--- config.mk ---
export PLATFORM = sky130hd
export DESIGN_NAME = barrel_shift
export DESIGN_NICKNAME = d
export VERILOG_FILES = /design/src/rtl/barrel_shift_pkg.sv /design/src/rtl/barrel_shift_stage.sv /design/src/rtl/barrel_shift.sv
export SDC_FILE = /design/constraint.sdc
export NUM_CORES = 1
export LEC_CHECK = 0
export CORE_ASPECT_RATIO = 0.7
export CORE_MARGIN = 10
export CORE_UTILIZATION = 58
export DETAILED_ROUTE_END_ITERATION = 10
export PLACE_DENSITY_LB_ADDON = 0.25
export SLEW_MARGIN = 20
export SYNTH_ARGS = -nofsm -noshare
export SYNTH_HDL_FRONTEND = slang
export SYNTH_HIERARCHICAL = 1
export SYNTH_SLANG_ARGS = --single-unit
export TNS_END_PERCENT = 50
--- constraint.sdc ---
create_clock -name clk -period 5.06 [get_ports clk]
set_input_delay 1.012 -clock clk [delete_from_list [all_inputs] [get_ports clk]]
set_output_delay 1.012 -clock clk [all_outputs]
set_load 0.02 [all_outputs]
--- src/rtl/barrel_shift_pkg.sv ---
// Shared constants and helpers for the barrel_shift ALU shift unit.
package barrel_shift_pkg;

  localparam int unsigned WIDTH_DEFAULT = 32;
  localparam int unsigned AMT_W_DEFAULT = $clog2(WIDTH_DEFAULT);

  // Upper bound on the data width that bit_rev can handle.
  localparam int unsigned MAX_WIDTH = 128;

  localparam logic DIR_LEFT  = 1'b1;
  localparam logic DIR_RIGHT = 1'b0;

  // Reverses the low n bits of v; bits at and above n come back as zero.
  function automatic logic [MAX_WIDTH-1:0] bit_rev(input logic [MAX_WIDTH-1:0] v,
                                                   input int unsigned n);
    logic [MAX_WIDTH-1:0] r;
    r = '0;
    for (int unsigned i = 0; i < MAX_WIDTH; i++) begin
      if (i < n) r[i] = v[n-1-i];
    end
    return r;
  endfunction

endpackage

--- src/rtl/barrel_shift_stage.sv ---
// One right-shift mux stage of the barrel shifter; optional circular fill from the LSB end.
module barrel_shift_stage #(
  parameter int unsigned WIDTH       = 32,
  parameter int unsigned SHIFT       = 1,
  parameter bit          ROTATE_FILL = 1'b0
) (
  input  logic [WIDTH-1:0] din,
  input  logic             en,
  input  logic             rotate,
  output logic [WIDTH-1:0] dout
);

  logic [WIDTH-1:0] shifted;
  logic [WIDTH-1:0] wrapped;

  assign shifted = din >> SHIFT;
  // Bits falling off the LSB end, repositioned at the MSB end.
  assign wrapped = din << (WIDTH - SHIFT);

  always_comb begin
    dout = din;
    if (en) begin
      dout = (ROTATE_FILL && rotate) ? (shifted | wrapped) : shifted;
    end
  end

endmodule

--- src/rtl/barrel_shift.sv ---
// Registered logical barrel shifter (1-cycle latency) with a travelling valid bit.
// Defining BARREL_SHIFT_ROTATE_EN adds a rotate input for circular shifts.
module barrel_shift
  import barrel_shift_pkg::*;
#(
  parameter int unsigned WIDTH = WIDTH_DEFAULT,
  parameter int unsigned AMT_W = $clog2(WIDTH)
) (
  input  logic             clk,
  input  logic             rst_n,
  input  logic             in_valid,
  input  logic [WIDTH-1:0] a,
  input  logic [AMT_W-1:0] amt,
  input  logic             direction,
`ifdef BARREL_SHIFT_ROTATE_EN
  input  logic             rotate,
`endif
  output logic [WIDTH-1:0] y,
  output logic             out_valid
);

  logic             rot_en;
  logic [WIDTH-1:0] a_rev;
  logic [WIDTH-1:0] net_out_rev;
  logic [WIDTH-1:0] result;
  logic [WIDTH-1:0] stage_data [AMT_W+1];
  logic [WIDTH-1:0] y_q;
  logic             valid_q;

`ifdef BARREL_SHIFT_ROTATE_EN
  assign rot_en = rotate;
  localparam bit ROTATE_FILL = 1'b1;
`else
  assign rot_en = 1'b0;
  localparam bit ROTATE_FILL = 1'b0;
`endif

  // Left shifts reuse the right-shift network by reversing around it.
  assign a_rev         = WIDTH'(bit_rev(MAX_WIDTH'(a), WIDTH));
  assign stage_data[0] = (direction == DIR_LEFT) ? a_rev : a;

  for (genvar k = 0; k < AMT_W; k++) begin : g_stage
    barrel_shift_stage #(
      .WIDTH       (WIDTH),
      .SHIFT       (2 ** k),
      .ROTATE_FILL (ROTATE_FILL)
    ) u_stage (
      .din    (stage_data[k]),
      .en     (amt[k]),
      .rotate (rot_en),
      .dout   (stage_data[k+1])
    );
  end

  assign net_out_rev = WIDTH'(bit_rev(MAX_WIDTH'(stage_data[AMT_W]), WIDTH));
  assign result      = (direction == DIR_LEFT) ? net_out_rev : stage_data[AMT_W];

  always_ff @(posedge clk) begin
    if (!rst_n) begin
      y_q     <= '0;
      valid_q <= 1'b0;
    end else begin
      valid_q <= in_valid;
      // Load only on valid so idle-cycle X inputs never reach y.
      if (in_valid) y_q <= result;
    end
  end

  assign y         = y_q;
  assign out_valid = valid_q;

endmodule

# Word-level counts from Yosys, hierarchy flattened
# Cells that the tools add are included.
dict set report word_totals {
  reg_bits 33
  out_inout_bits 33
  word_cells 9
  input_bits 41
}
dict set report op_classes {
  muxes 7
}
# op n
set ops {}
lappend ops {{32-bit 2-to-1 mux} 7}

# Logic depth before layout (Yosys ltp)
# Gate-level depths: netlist (run 1).
dict set report logic_depth {
  depth_word 7
  mapped_depth 10
  depth_no_buf 8
}

# Modules after synthesis
# Netlist (run 1), hierarchy kept.
# module seq_area_each_um2 cells_per_inst area_per_inst_um2 n_inst
set modules_own_cells {}
lappend modules_own_cells {barrel_shift 660.6 180 1803.0 1}
lappend modules_own_cells {{barrel_shift_stage at g_stage[0].u_stage} 0.0 36 535.5 1}
lappend modules_own_cells {{barrel_shift_stage at g_stage[1].u_stage} 0.0 36 523.0 1}
lappend modules_own_cells {{barrel_shift_stage at g_stage[2].u_stage} 0.0 36 503.0 1}
lappend modules_own_cells {{barrel_shift_stage at g_stage[3].u_stage} 0.0 35 354.1 1}
lappend modules_own_cells {{barrel_shift_stage at g_stage[4].u_stage} 0.0 35 307.8 1}

# Least setup slack after synthesis (run 1)
# Ideal clock, no wire load.
dict set report synth_path {
  path_type {input-to-reg}
  start {input port direction}
  end {register y_q[28], in the netlist y[28]}
  path_stages 10
  setup_slack_ns 1.776
  t_arrival_ns 3.152
  t_required_ns 4.927
  path_buffers 2
  setup_ns 0.133
  path_cell_list {buf_6 buf_6 mux2_2 mux2_4 mux2_4 mux2_4 mux2_2 mux2_2 mux2i_1 a21oi_1}
}
# element line
set synth_lines {}
lappend synth_lines {{from (decl)} barrel_shift.sv:14} ;# input logic direction,
lappend synth_lines {{to (signal assigned)} barrel_shift.sv:65} ;# if (in_valid) y_q <= result;
lappend synth_lines {{to (decl)} barrel_shift.sv:27} ;# logic [WIDTH-1:0] y_q;

==> results of run 1 <==
[layer usage]
layer	global-route usage [%]	up-vias
met5	0	-
met4	3.821	0
met3	4.685	14
met2	28.98	67
met1	21.67	1381
li1	-	1401
[state kept, by name (all words and copies together), names as in the netlist]
name       flops
y             32
out_valid      1
[worst max-delay path, stage by stage]
cell                      delay [ps]
sky130_fd_sc_hd__buf_2           550
sky130_fd_sc_hd__mux2_2          440
sky130_fd_sc_hd__mux2_4          290
sky130_fd_sc_hd__mux2_4          280
sky130_fd_sc_hd__mux2_4          280
sky130_fd_sc_hd__mux2_2          270
sky130_fd_sc_hd__mux2_2          280
sky130_fd_sc_hd__mux2i_1         210
sky130_fd_sc_hd__a21oi_1         100
[cell type report]
type                            count  share of cell area [%]
Timing Repair Buffer               78                   16.21
Clock buffer                        7                   1.870
Clock inverter                      1                  0.6506
Sequential cell                    33                   14.31
Tap cell                           94                   2.548
Multi-Input combinational cell    289                   64.41
[layout by cell type (no fill, tap or decap), drive strengths merged]
master         count
mux2             161
and2               1
dfxtp             33
and2b              4
clkdlybuf4s50     69
o21ai             32
buf                9
a21oi             32
bufinv             1
nor2b             27
clkbuf             7
mux2i             32
[power by group]
part           total, uW  switching [uW]  internal [uW]
clock                260            99.5            161
combinational        503             215            288
sequential           291            10.2            281
[per-stage QoR]
step | worst slack [ps] | hold slack (ps) | instances
4_1_cts | 1505 | 531.6 | 502
2_1_floorplan | 1776 | 592.3 | 357
5_1_grt | 1370 | 570.7 | 502
3_3_place_gp | 1278 | 508.0 | 494
3_5_place_dp | 1213 | 512.6 | 494
6_report | 1479 | 528.9 | 502
[path summary, 6_finish.rpt]
kind	endpoint	slack, ps	cells past startpoint	startpoint
worst max-delay path	y[30]	1480	9	direction
worst min register to register	y[20]	530	2	y[20]
worst max register to register	y[8]	4320	2	y[8]
worst min-delay path	y[20]	530	2	y[20]
==> flow_metrics.py, run 1 <==
metrics = {
    "power": {
        "power.total_uw": 1054,
        "p_leak_uw": 0.001977,
        "pwrdens_nw_per_um2": 228.3,
        "peakVddDrop_uv": 120.6,
    },
    "grt": {
        "grt_overflow_total": 0,
        "globalRouteTotalUtil_pct": 17.22,
        "antenna_found_initial": 0,
        "grt_first_pass_wirelength_mm": 15.08,
        "grt_start_max_net_pins": 47,
        "via_count_of_the_first_global_routing_pass": 2983,
    },
    "logic_synthesis": {
        "post_synth.cell_area_avg_um2": 11.27,
        "ys.warnings.count": 6,
        "mappedNetlistArea_um2": 4023,
        "syn_inst": 357,
        "net_count_after_synthesis": 398,
    },
    "setup_path": {
        "path_class": "in -> reg",
        "worst_setup_path_end_kind": "flop",
        "critical_path_peak_fanout": 33,
        "timing.critical_path.required_ps": 5220,
        "cp_data_arrival_time_ps": 3740,
        "startpoint_type": "primary input",
    },
    "timing": {
        "worst_pin_slew_ps": 1088,
        "final_hold_viol_count": 0,
        "slew_headroom_pct": 27.24,
        "rsz_0062_raised_after_global_routing": "no",
        "fin_skew_ps": 0,
        "maxClockFrequency_mhz": 279.3,
        "setup_tns_ps": 0,
        "final_max_slew_viol_count": 0,
        "min_period_ps": 3581,
        "report.final.setup_viol": 0,
        "min_period_over_period_pct": 70.76,
    },
    "cts": {
        "cts_max_level": 2,
        "cts_hold_repair.buffers": 0,
        "worstSkewPairLatency_ps": 290,
        "cts_resized": 0,
        "clock_pin_slew_of_the_registers_on_the_worst_case_setup_and_hold_paths_ps": 70,
        "clock_tree_from_tritoncts": "built",
        "clock_sink_count": 33,
        "numCtsBuffers": 5,
        "cts_root_buf": "sky130_fd_sc_hd__clkbuf_8",
        "cts_setup_buffers": 0,
        "clock_tree.buffer_depth": 2,
    },
    "routing": {
        "detail_route.iter0.violations": 129,
        "routed-wl-met2_mm": 4.408,
        "avgViaCountPerCell": 5.703,
        "total_via_count_after_detailed_routing": 2863,
        "final_wirelength_mm": 9.639,
        "drt-met1-wl_mm": 4.592,
        "drtPass1Iterations": 4,
        "postRouteAntennaNets": 0,
        "highest-signal-layer": "met4",
        "wire_length_on_met3_um": 526,
        "final_routed_wire_length_divided_by_cell_count_um": 19.20,
        "drc_errors": 0,
    },
    "cells_and_area": {
        "diodes": 0,
        "ff_latch_area_um2": 660.6,
        "final.fill_count": 555,
        "num-nets-final": 448,
        "area_growth_pct": 14.74,
        "final_design_area_no_fill_um2": 4616,
        "area_taken_by_multi_input_logic_gates_um2": 2973,
        "drive_above_1_share_pct": 43.87,
        "finalCoreUtilization_pct": 68.31,
    },
    "die": {
        "start_util_pct": 59.54,
        "total_die_area_um2": 10720,
        "number_of_core_rows": 25,
        "floorplan.io_pins": 74,
        "fp.dieH_um": 89.68,
        "placeableCoreArea_um2": 6756,
        "floorplan.die.width_um": 119.5,
    },
    "placed_design": {
        "detailedPlacementHpwl_mm": 7.564,
        "port_buffers": 73,
        "globalplace.congestion": 0.8784,
        "dpl_cell_area_um2": 4499,
    },
    "run": {
        "cap_viol_max_count": 0,
    },
    "hold_path": {
        "hp-class": "reg -> reg",
    },
    "outcome": {
        "status": "completed",
    },
}
Note: power is estimated with default switching activity, not from simulation.
==> run 2, diff against run 1 <==
--- a/config.mk
+++ b/config.mk
@@ -7,7 +7,7 @@
 export LEC_CHECK = 0
 export CORE_ASPECT_RATIO = 0.7
 export CORE_MARGIN = 10
-export CORE_UTILIZATION = 58
+export CORE_UTILIZATION = 54
 export DETAILED_ROUTE_END_ITERATION = 10
 export PLACE_DENSITY_LB_ADDON = 0.25
 export SLEW_MARGIN = 20
==> constraint.sdc (replaced) <==
create_clock -name clk -period 3.71 [get_ports clk]
set_input_delay 0.742 -clock clk [delete_from_list [all_inputs] [get_ports clk]]
set_output_delay 0.742 -clock clk [all_outputs]
set_load 0.02 [all_outputs]
==> flow_metrics.py, run 2 (same netlist as run 1, synthesis figures left out) <==
metrics = {
    "setup_path": {
        "cp_data_arrival_time_ps": 3140,
        "startpoint_type": "primary input",
        "worst_setup_path_end_kind": "flop",
        "critical_path_peak_fanout": 2,
        "timing.critical_path.required_ps": 3850,
        "path_class": "in -> reg",
        "r2r_slack_ps": 3010,
    },
    "timing": {
        "min_period_over_period_pct": 80.72,
        "rsz_0062_raised_after_global_routing": "no",
        "fin_skew_ps": 0,
        "min_period_ps": 2995,
        "slew_headroom_pct": 39.73,
        "report.final.setup_viol": 0,
        "final_hold_viol_count": 0,
        "worst_pin_slew_ps": 901.2,
        "setup_tns_ps": 0,
        "maxClockFrequency_mhz": 333.9,
        "final_max_slew_viol_count": 0,
    },
    "power": {
        "p_leak_uw": 0.001991,
        "pwrdens_nw_per_um2": 288.5,
        "peakVddDrop_uv": 209.2,
    },
    "cells_and_area": {
        "final.fill_count": 601,
        "mostFrequentLayoutCell": "sky130_fd_sc_hd__mux2_4",
        "ff_latch_area_um2": 660.6,
        "area_growth_pct": 15.49,
        "area_taken_by_multi_input_logic_gates_um2": 2973,
        "drive_above_1_share_pct": 44.66,
        "diodes": 0,
        "largest_register_ff_count": 32,
        "num-nets-final": 452,
        "final_cell_count_no_fill": 510,
        "layout.cells.most_common_list": "83 x sky130_fd_sc_hd__mux2_4, 78 x sky130_fd_sc_hd__mux2_2, 69 x sky130_fd_sc_hd__clkdlybuf4s50_1",
    },
    "routing": {
        "drtPass1Iterations": 5,
        "final_routed_wire_length_divided_by_cell_count_um": 17.65,
        "avgViaCountPerCell": 5.418,
        "total_via_count_after_detailed_routing": 2763,
        "postRouteAntennaNets": 0,
        "drc_errors": 0,
        "detail_route.iter0.violations": 140,
        "final_wirelength_mm": 9.003,
    },
    "die": {
        "floorplan.die.width_um": 123.2,
        "floorplan.io_pins": 74,
        "total_die_area_um2": 11360,
        "fp.dieH_um": 92.21,
        "placeableCoreArea_um2": 7287,
        "number_of_core_rows": 26,
        "start_util_pct": 55.20,
    },
    "cts": {
        "clock_sink_count": 33,
        "numCtsBuffers": 5,
        "cts_max_level": 2,
        "clock_tree.buffer_depth": 2,
        "cts_setup_buffers": 0,
        "cts_resized": 0,
        "clock_pin_slew_of_the_registers_on_the_worst_case_setup_and_hold_paths_ps": 70,
        "cts_hold_repair.buffers": 0,
        "clock_tree_from_tritoncts": "built",
        "cts_root_buf": "sky130_fd_sc_hd__clkbuf_8",
        "worstSkewPairLatency_ps": 280,
    },
    "placed_design": {
        "detailedPlacementHpwl_mm": 7.260,
        "port_buffers": 73,
        "globalplace.congestion": 0.8578,
        "dp.cells": 502,
    },
    "grt": {
        "antenna_found_initial": 0,
        "grt_first_pass_wirelength_mm": 14.61,
        "grt_start_max_net_pins": 66,
        "globalRouteTotalUtil_pct": 15.46,
        "grt_overflow_total": 0,
        "via_count_of_the_first_global_routing_pass": 2935,
    },
    "outcome": {
        "status": "completed",
    },
    "hold_path": {
        "hp-class": "reg -> reg",
    },
    "run": {
        "cap_viol_max_count": 0,
    },
}
==> run 2: worst max-delay path, cell delays in order <==
cell and delay, ps:
sky130_fd_sc_hd__clkdlybuf4s50_1 430, sky130_fd_sc_hd__mux2_2 290, sky130_fd_sc_hd__mux2_4 280, sky130_fd_sc_hd__mux2_4 280, sky130_fd_sc_hd__mux2_4 260, sky130_fd_sc_hd__mux2_2 260, sky130_fd_sc_hd__mux2_2 280, sky130_fd_sc_hd__mux2i_1 200
sky130_fd_sc_hd__a21oi_1 100
==> run 2: through the flow <==
| stage | instance area, um2 | worst slack, ps | power (uW) | utilization (%) | hold slack [ps] |
|---|---|---|---|---|---|
| after global placement | 4559 | 440.9 | 1074 | 62.57 | 513.3 |
| after detailed placement | 4559 | 420.1 | 1083 | 62.57 | 515.4 |
| final | 4646 | 715.4 | 1340 | 63.75 | 534.1 |
| after CTS | 4646 | 705.7 | 1345 | 63.75 | 536.4 |
| after global routing | 4646 | 635.2 | 1418 | 63.75 | 583.8 |
| after floorplan | 4023 | 695.6 | 922.8 | - | 592.3 |
==> run 2: area by class of cell <==
type / count / area share [%]
clock buffer: 5 / 1.481
clock inverter: 3 / 0.3771
multi-input combinational: 289 / 63.99
sequential: 33 / 14.22
tap: 98 / 2.639
timing repair buffer: 82 / 17.29
==> run 2: final timing paths <==
path	depth (start not counted)	start	end
worst max-delay path	9	a[15]	y[19]
worst min register to register	2	y[30]	y[30]
worst min-delay path	2	y[30]	y[30]
worst max register to register	2	y[21]	y[21]
==> run 2: where the power goes <==
part | leakage, uW | internal, uW | switching (uW)
Sequential | 0.000273 | 383 | 13.9
Clock | 0.0000439 | 129 | 132
Combinational | 0.00167 | 396 | 286
Total | 0.00199 | 908 | 432
==> run 2: metal layers <==
metal | GRT usage (%) | vias to the layer above | part of all wire (%)
met5 | 0 | - | 0
met4 | 1.644 | 0 | 0.26
met3 | 2.633 | 2 | 3.6
met2 | 25.35 | 43 | 45
met1 | 21.23 | 1304 | 51
li1 | - | 1414 | -
